$ cat src/rtl/ser_pkg.sv
// ser_pkg: shared types and constants for the serial operand transmitter
package ser_pkg;
    typedef enum logic {IDLE, SHIFT} state_t;
    localparam int SER_WIDTH   = 4;
    localparam int FRAME_CNT_W = 8;
endpackage

$ cat src/rtl/ser_shift_reg.sv
// ser_shift_reg: parallel-load right-shift register with serial LSB output
module ser_shift_reg #(
    parameter int WIDTH = 4
) (
    input  logic             clk,
    input  logic             rst_n,
    input  logic             load,
    input  logic             clr,
    input  logic             shift,
    input  logic [WIDTH-1:0] d,
    output logic             q
);
    logic [WIDTH-1:0] sh;
    // load beats clear so an accept on the last bit chains frames without a gap
    always_ff @(posedge clk)
        if (!rst_n)     sh <= '0;
        else if (load)  sh <= d;
        else if (clr)   sh <= '0;
        else if (shift) sh <= {1'b0, sh[WIDTH-1:1]};
    assign q = sh[0];
endmodule

$ cat src/rtl/serial_operand_tx.sv
// serial_operand_tx: LSB-first operand serializer with sof/eof frame markers
// Optional SER_TX_ABORT_EN adds an abort input that drops the current frame.
module serial_operand_tx
    import ser_pkg::*;
#(
    parameter int WIDTH = SER_WIDTH,
    parameter int IDX_W = $clog2(WIDTH)
) (
    input  logic                   clk,
    input  logic                   rst_n,
    input  logic                   in_valid,
    output logic                   in_ready,
    input  logic [WIDTH-1:0]       in_a,
    input  logic [WIDTH-1:0]       in_b,
    input  logic                   in_cin,
`ifdef SER_TX_ABORT_EN
    input  logic                   abort,
`endif
    output logic                   a_out,
    output logic                   b_out,
    output logic                   cin_out,
    output logic                   bit_valid,
    output logic                   sof,
    output logic                   eof,
    output logic [IDX_W-1:0]       bit_idx,
    output logic [FRAME_CNT_W-1:0] frames_sent
);
    localparam logic [IDX_W-1:0] LAST = IDX_W'(WIDTH - 1);
    state_t state, state_nxt;
    logic   kill, last, accept, done, go_idle;
`ifdef SER_TX_ABORT_EN
    assign kill = abort;
`else
    assign kill = 1'b0;
`endif
    assign last     = state == SHIFT && bit_idx == LAST;
    assign in_ready = rst_n && !kill && (state == IDLE || last);
    assign accept   = in_valid && in_ready;
    assign done     = last && !kill;
    assign go_idle  = state_nxt == IDLE;
    always_ff @(posedge clk)
        if (!rst_n) state <= IDLE;
        else        state <= state_nxt;
    always_comb
        state_nxt = accept ? SHIFT : (last || (state == SHIFT && kill)) ? IDLE : state;
    always_comb begin
        bit_valid = state == SHIFT;
        sof       = state == SHIFT && bit_idx == '0;
        eof       = last;
    end
    always_ff @(posedge clk)
        if (!rst_n) begin
            bit_idx     <= '0;
            cin_out     <= 1'b0;
            frames_sent <= '0;
        end else begin
            bit_idx     <= (state_nxt == SHIFT && !accept) ? bit_idx + 1'b1 : '0;
            cin_out     <= accept ? in_cin : go_idle ? 1'b0 : cin_out;
            frames_sent <= frames_sent + {{(FRAME_CNT_W-1){1'b0}}, done};
        end
    ser_shift_reg #(.WIDTH(WIDTH)) u_sh_a (
        .clk(clk), .rst_n(rst_n), .load(accept), .clr(go_idle),
        .shift(state == SHIFT), .d(in_a), .q(a_out)
    );
    ser_shift_reg #(.WIDTH(WIDTH)) u_sh_b (
        .clk(clk), .rst_n(rst_n), .load(accept), .clr(go_idle),
        .shift(state == SHIFT), .d(in_b), .q(b_out)
    );
endmodule

$ cat config.mk
export PLATFORM = sky130hd
export DESIGN_NAME = serial_operand_tx
export DESIGN_NICKNAME = d
export VERILOG_FILES = /design/src/rtl/ser_pkg.sv /design/src/rtl/ser_shift_reg.sv /design/src/rtl/serial_operand_tx.sv
export SDC_FILE = /design/constraint.sdc
export NUM_CORES = 1
export LEC_CHECK = 0
export CAP_MARGIN = 10
export CORE_UTILIZATION = 40
export DETAILED_ROUTE_END_ITERATION = 10
export GPL_TIMING_DRIVEN = 0
export MAX_ROUTING_LAYER = met4
export PLACE_DENSITY = 0.84
export SYNTH_ARGS = -nofsm -noshare
export SYNTH_HDL_FRONTEND = slang
export SYNTH_SLANG_ARGS = --single-unit
$ cat constraint.sdc
create_clock -name clk -period 2.05 [get_ports clk]
set_clock_uncertainty 0.05 [all_clocks]
set_input_delay 0.3075 -clock clk [delete_from_list [all_inputs] [get_ports clk]]
set_output_delay 0.3075 -clock clk [all_outputs]
set_load 0.1 [all_outputs]
==> reports/qor.yml, run 1 <==
run_status:
  status: "completed"
routing:
  routed-via-count: 594
  wl_per_cell_um: 10.6
  ant_nets: 0
  wirelength_mm: 1.36
  vias_per_cell: 4.64
  first_pass_iters: 5
  drtIter0Drc: 4
  drc_errors: 0
layout:
  final_cells: 128
  finalNetCount: 120
  area_growth_pct: 52.2
  drive_gt1_share_pct: 21.4
  antenna_cells: 0
yosys:
  yosysUniqueCellTypes: 24
  syn_area_per_cell_um2: 10.6
  async_reset_ff_share_pct: 0
  synth_top_area_share_pct: 53.2
  yosys.area.top_type: "dfxtp_1"
  ys.flop_type: "dfxtp_1"
  synthesis.area_um2: 753
  yosysMostFrequentCell: "dfxtp_1"
  synth.yosys.seq_area_share_pct: 53.2
  yosys_warnings: 0
  synth_commonest_cells: "20 x dfxtp_1, 9 x and2_1, 7 x a22o_1, 4 x ha_1, 4 x nand2_1"
  synthCells: 71
  synth_seq_cells: 20
  yosys-top-cells-area: "dfxtp_1 53%, a22o_1 8.1%, and2_1 7.5%"
  synth_edf_count: 0
  synth_fp_nets: 87
critical_path:
  crit_buf_inv: 1
  critPathTopFamily: "buffers and inverters"
  setup.worst_path.end_class: "output pin"
  cp.required_ps: 1690
  cp.depth: 1
  cp_slowest_cell: "clkdlybuf4s15_1"
  crit_type: "reg2out"
  worstPathArrival_ps: 1620
  critPathLaunchType: "register"
  r2r_cells: 7
  cp_slowest_stage_delay_ps: 880
  reg2reg_slack_ps: 430
  crit_chain: "clkdlybuf4s15_1"
  r2r_start: "bit_idx[1]$_SDFF_PN0_"
  crit_fanout: 4
  worst_r2r_endpoint: "frames_sent[6]$_SDFF_PN0_"
power:
  p_comb_share_pct: 19.0
  p_leak_nw: 0.510
  p_clk_share_pct: 28.7
  switching_share_pct: 28.8
  p_sw_mw: 0.224
  powerDensity_mw_per_mm2: 677
  peakVddDrop_mv: 0.360
  p_int_mw: 0.552
  power_frac_seq_pct: 52.3
  power_mw: 0.776
place:
  dpl_worst_slack_ps: -820
  routabilityCongestion: 0.660
  portBuffers: 28
  post-dp-hpwl_mm: 1.06
  placed_cells: 124
grt:
  track_usage_pct: 15.7
  grt_max_degree: 12
  grt_antenna_before_repair: 0
  grt_overflow: 0
  grt_pass1_vias: 516
  grt_first_pass_wirelength_mm: 2.26
clock_network:
  clockBufferDepth: 2
  cts_root_buf: "clkbuf_4"
  clk_pin_slew_worst_paths_ps: 110
  clk_latency_ps: 290
  cts_sinks: 20
  ctsHtreeMaxLevel: 1
  postCtsHoldBufs: 0
  cts_tree: "built"
  cts_buffers: 3
sta:
  drv_slew: 0
  hold-worst-slack_ps: 397
  fin_crit_sh_pct: 96.6
  max_freq_mhz: 505
  rsz0062_at_grt: "false"
  tightest_slew_ps: 978
  fin_crit_ps: 1980
  relSlewSlack_pct: 35.0
  setup_violations: 0
  setup_slack_ps: 68.9
  hold_viol: 0
floorplanning:
  io_pins: 29
  start_util_pct: 43.2
  die-area_mm2: 0.00206
  die_x_um: 45.4
  fp-row-count: 15
  coreArea_mm2: 0.00175
  fp.dieH_um: 45.4
hold_path:
  min_to: "u_sh_a.sh[0]$_SDFFE_PN0P_"
  min_path_type: "reg2reg"
  hold_path_depth: 1
  min_from: "u_sh_a.sh[1]$_SDFFE_PN0P_"
run:
  max_cap_violations: 0
## power by group through the flow
| stage | combinational [mW] | clock (mW) | sequential, mW |
|---|---|---|---|
| 6_report | 0.148 | 0.222 | 0.406 |
| 5_1_grt | 0.155 | 0.249 | 0.408 |
| 4_1_cts | 0.149 | 0.231 | 0.406 |
| 3_5_place_dp | 0.154 | 0 | 0.416 |
| 3_3_place_gp | 0.153 | 0 | 0.415 |
| 2_1_floorplan | 0.0557 | 0 | 0.465 |
## cells in the final DEF (no fill, tap or decap), drive strengths merged
cell and instances:
dfxtp 20, dlygate4sd2 13, clkdlybuf4s50 11, and2 10
a22o 7, clkbuf 5, nand2 4, ha 4
inv 3, nand3 3, clkdlybuf4s15 3, nor2b 2
xnor2 2, o21ai 2, or3 2, a21boi 2
nor2 2, buf 2, xor2 1, nand4 1
and3 1, nand2b 1, o211ai 1, o31ai 1
## flip-flops by register name (all words and copies together), names as in the netlist
signal / flops
frames_sent: 8
u_sh_a.sh: 4
u_sh_b.sh: 4
bit_idx: 2
bit_valid: 1
cin_out: 1
## timing repair
item                       4_1_cts  5_1_grt
gates cloned                     0        0
resized for setup               26        3
setup endpoints to repair       17        2
setup buffers                    0        0
## per-stage QoR
step           utilization (%)  area, µm²  TNS, ps
6_report                  65.7       1150        0
5_1_grt                   65.7       1150        0
4_1_cts                   65.5       1140        0
3_5_place_dp              64.4       1120     -964
3_3_place_gp              64.4       1120     -946
2_1_floorplan                -        813    -17.0
## final cells by class
| type | instances | area [µm²] |
|---|---|---|
| Fill cell | 157 | 599 |
| Sequential cell | 20 | 413 |
| Multi-Input combinational cell | 46 | 380 |
| Timing Repair Buffer | 28 | 264 |
| Clock buffer | 4 | 36.3 |
| Tap cell | 25 | 31.3 |
| Inverter | 3 | 11.3 |
| Buffer | 2 | 10.0 |
## per-layer routing
metal / GRT usage (%) / vias up / share of wire [%]
met4: 9.09 / 0 / 1.0
met3: 2.38 / 2 / 3.3
li1: - / 309 / -
met1: 19.6 / 269 / 43
met2: 24.0 / 14 / 52
met5: - / - / 0
## logic make-up (layout without fill, tap and decap cells)
| family | after synthesis | count (layout) | synth area share (%) |
|---|---|---|---|
| AOI/OAI and AO/OA | 13 | 13 | 13.5 |
| xor gates and xnor gates | 3 | 3 | 3.49 |
| adders and majority gates | 4 | 4 | 6.64 |
| buffers and inverters | 5 | 37 | 2.66 |
| DFF | 20 | 20 | 53.2 |
| and+or+nand+nor | 26 | 26 | 20.6 |
## worst max-delay path by stage
stage,from,to
floorplan,bit_idx[0]$_SDFF_PN0_,frames_sent[6]$_SDFF_PN0_
global placement,rst_n,in_ready
detailed placement,rst_n,in_ready
CTS,rst_n,in_ready
global route,frames_sent[2]$_SDFF_PN0_,frames_sent[2]
finish,frames_sent[3]$_SDFF_PN0_,frames_sent[3]
No activity file was read; power rests on OpenSTA's default activity.
==> inputs of run 2 (changes only) <==
- CORE_MARGIN: default -> 2
- MAX_ROUTING_LAYER: met4 -> default
==> reports/qor.yml, run 2 (synthesized netlist as in run 1, its figures left out) <==
run_status:
  status: "completed"
layout:
  regMostFlops: "frames_sent"
  antenna_cells: 0  # unchanged
  final_cells: 128  # unchanged
  mostFrequentLayoutCell: "dfxtp_1"
  drive_gt1_share_pct: 21.4  # unchanged
  finalNetCount: 120  # unchanged
  fillers: 162  # +3.2%
  largest_reg_flops: 8  # unchanged
  largest_registers: "frames_sent x8, u_sh_a.sh x4, u_sh_b.sh x4"
  area_growth_pct: 53.7
  final_cell_mix: "16 x dfxtp_1, 13 x dlygate4sd2_1, 11 x clkdlybuf4s50_1"
floorplanning:
  fp.dieH_um: 47.4  # +4.4%
  die_x_um: 47.4  # +4.4%
  coreArea_mm2: 0.00175  # unchanged
  start_util_pct: 43.2  # unchanged
  io_pins: 29  # unchanged
  fp-row-count: 15  # unchanged
  die-area_mm2: 0.00225  # +9.0%
routing:
  first_pass_iters: 4  # -1
  wirelength_mm: 1.46  # +6.8%
  drc_errors: 0  # unchanged
  routed-via-count: 598  # +0.67%
  ant_nets: 0  # unchanged
  vias_per_cell: 4.67  # +0.67%
  wl_per_cell_um: 11.4  # +6.8%
  drtIter0Drc: 6  # +2
grt:
  grt_first_pass_wirelength_mm: 2.26  # unchanged
  grt_overflow: 0  # unchanged
  grt_max_degree: 13  # +1
  track_usage_pct: 14.4  # -1.3 points
  grt_antenna_before_repair: 0  # unchanged
  grt_pass1_vias: 528  # +2.3%
sta:
  relSlewSlack_pct: 36.2  # +1.1 points
  hold-worst-slack_ps: 404  # +6.43 ps
  max_freq_mhz: 508  # +0.62%
  setup_violations: 0  # unchanged
  drv_slew: 0  # unchanged
  fin_crit_sh_pct: 96.0  # -0.59 points
  fin_setup_tns_ps: 0  # unchanged
  fin_crit_ps: 1970  # -12.2 ps
  tightest_slew_ps: 961  # -16.9 ps
  rsz0062_at_grt: "false"
  hold_viol: 0  # unchanged
critical_path:
  setup.worst_path.end_class: "output pin"
  critPathLaunchType: "register"
  cp_slowest_cell: "dlygate4sd2_1"
  critPathTopFamily: "buffers and inverters"
  crit_chain: "dlygate4sd2_1"
  crit_type: "reg2out"
  cp_slowest_stage_delay_ps: 880  # about the same
  crit_fanout: 4  # unchanged
  cp.required_ps: 1690  # about the same
  crit_buf_inv: 1  # unchanged
  worstPathArrival_ps: 1610  # about the same
clock_network:
  clk_latency_ps: 300  # about the same
  clockBufferDepth: 2  # unchanged
  postCtsHoldBufs: 0  # unchanged
  cts_buffers: 3  # unchanged
  cts_sinks: 20  # unchanged
  cts_tree: "built"
  cts_root_buf: "clkbuf_4"
  ctsHtreeMaxLevel: 1  # unchanged
  cts_setup_buffers: 0  # unchanged
  clk_pin_slew_worst_paths_ps: 120  # about the same
power:
  powerDensity_mw_per_mm2: 714  # +5.5%
  power_mw: 0.826  # +6.5%
  p_leak_nw: 0.515  # +1.0%
  peakVddDrop_mv: 0.405  # +13%
hold_path:
  min_path_type: "reg2reg"
place:
  routabilityCongestion: 0.662  # +0.27%
  portBuffers: 28  # unchanged
  post-dp-hpwl_mm: 1.13  # +5.9%
  placed_cells: 124  # unchanged
run:
  max_cap_violations: 0  # unchanged
-- run 2: area by class of cell --
type	count	area (µm²)	area share, %
well taps	25	31.3	2.70
inverters	3	11.3	0.973
clock buffers	4	47.5	4.11
flip-flops and latches	20	413	35.7
plain buffers	2	10.0	0.865
repair buffers	28	264	22.8
multi-input cells	46	380	32.9
-- run 2: layer usage --
metal	track usage (%)	up-vias	share of wire, %
met5	0	-	0
met4	8.33	0	1.3
met3	2.31	2	3.3
met2	23.2	13	51
met1	18.1	277	45
li1	-	306	-
-- run 2: what timing repair did --
item                       in CTS  in global routing
resized for setup              27                  1
pin swaps                       0                  0
setup endpoints to repair      17                  1
-- run 2: final timing paths --
| check | cells past startpoint | end | startpoint | slack [ps] |
|---|---|---|---|---|
| max | 1 | frames_sent[1] | frames_sent[1]$_SDFF_PN0_ | 80 |
| min | 1 | u_sh_a.sh[2]$_SDFFE_PN0P_ | u_sh_a.sh[3]$_SDFFE_PN0P_ | 400 |
| max reg2reg | 7 | frames_sent[6]$_SDFF_PN0_ | bit_idx[0]$_SDFF_PN0_ | 440 |
| min reg2reg | 1 | u_sh_a.sh[2]$_SDFFE_PN0P_ | u_sh_a.sh[3]$_SDFFE_PN0P_ | 400 |
-- run 2: report_power, final --
group	internal (mW)	switching (mW)	leakage, nW
logic	0.0445	0.104	0.324
clock network	0.149	0.123	0.0261
registers	0.400	0.00635	0.165
total	0.593	0.234	0.515
-- run 2: stage by stage --
stage	util [%]	setup slack, ps	area, µm²
final	66.3	81.1	1160
after global routing	66.3	11.0	1160
after CTS	66.2	49.5	1160
after detailed placement	64.4	-862	1120
after global placement	64.4	-822	1120
after floorplan	-	-17.0	813
==> inputs of run 3 (changes only) <==
- GPL_ROUTABILITY_DRIVEN: default -> 0
==> results of run 3 <==
Same layout as run 2: the final DEF is identical, and so are final timing and power.
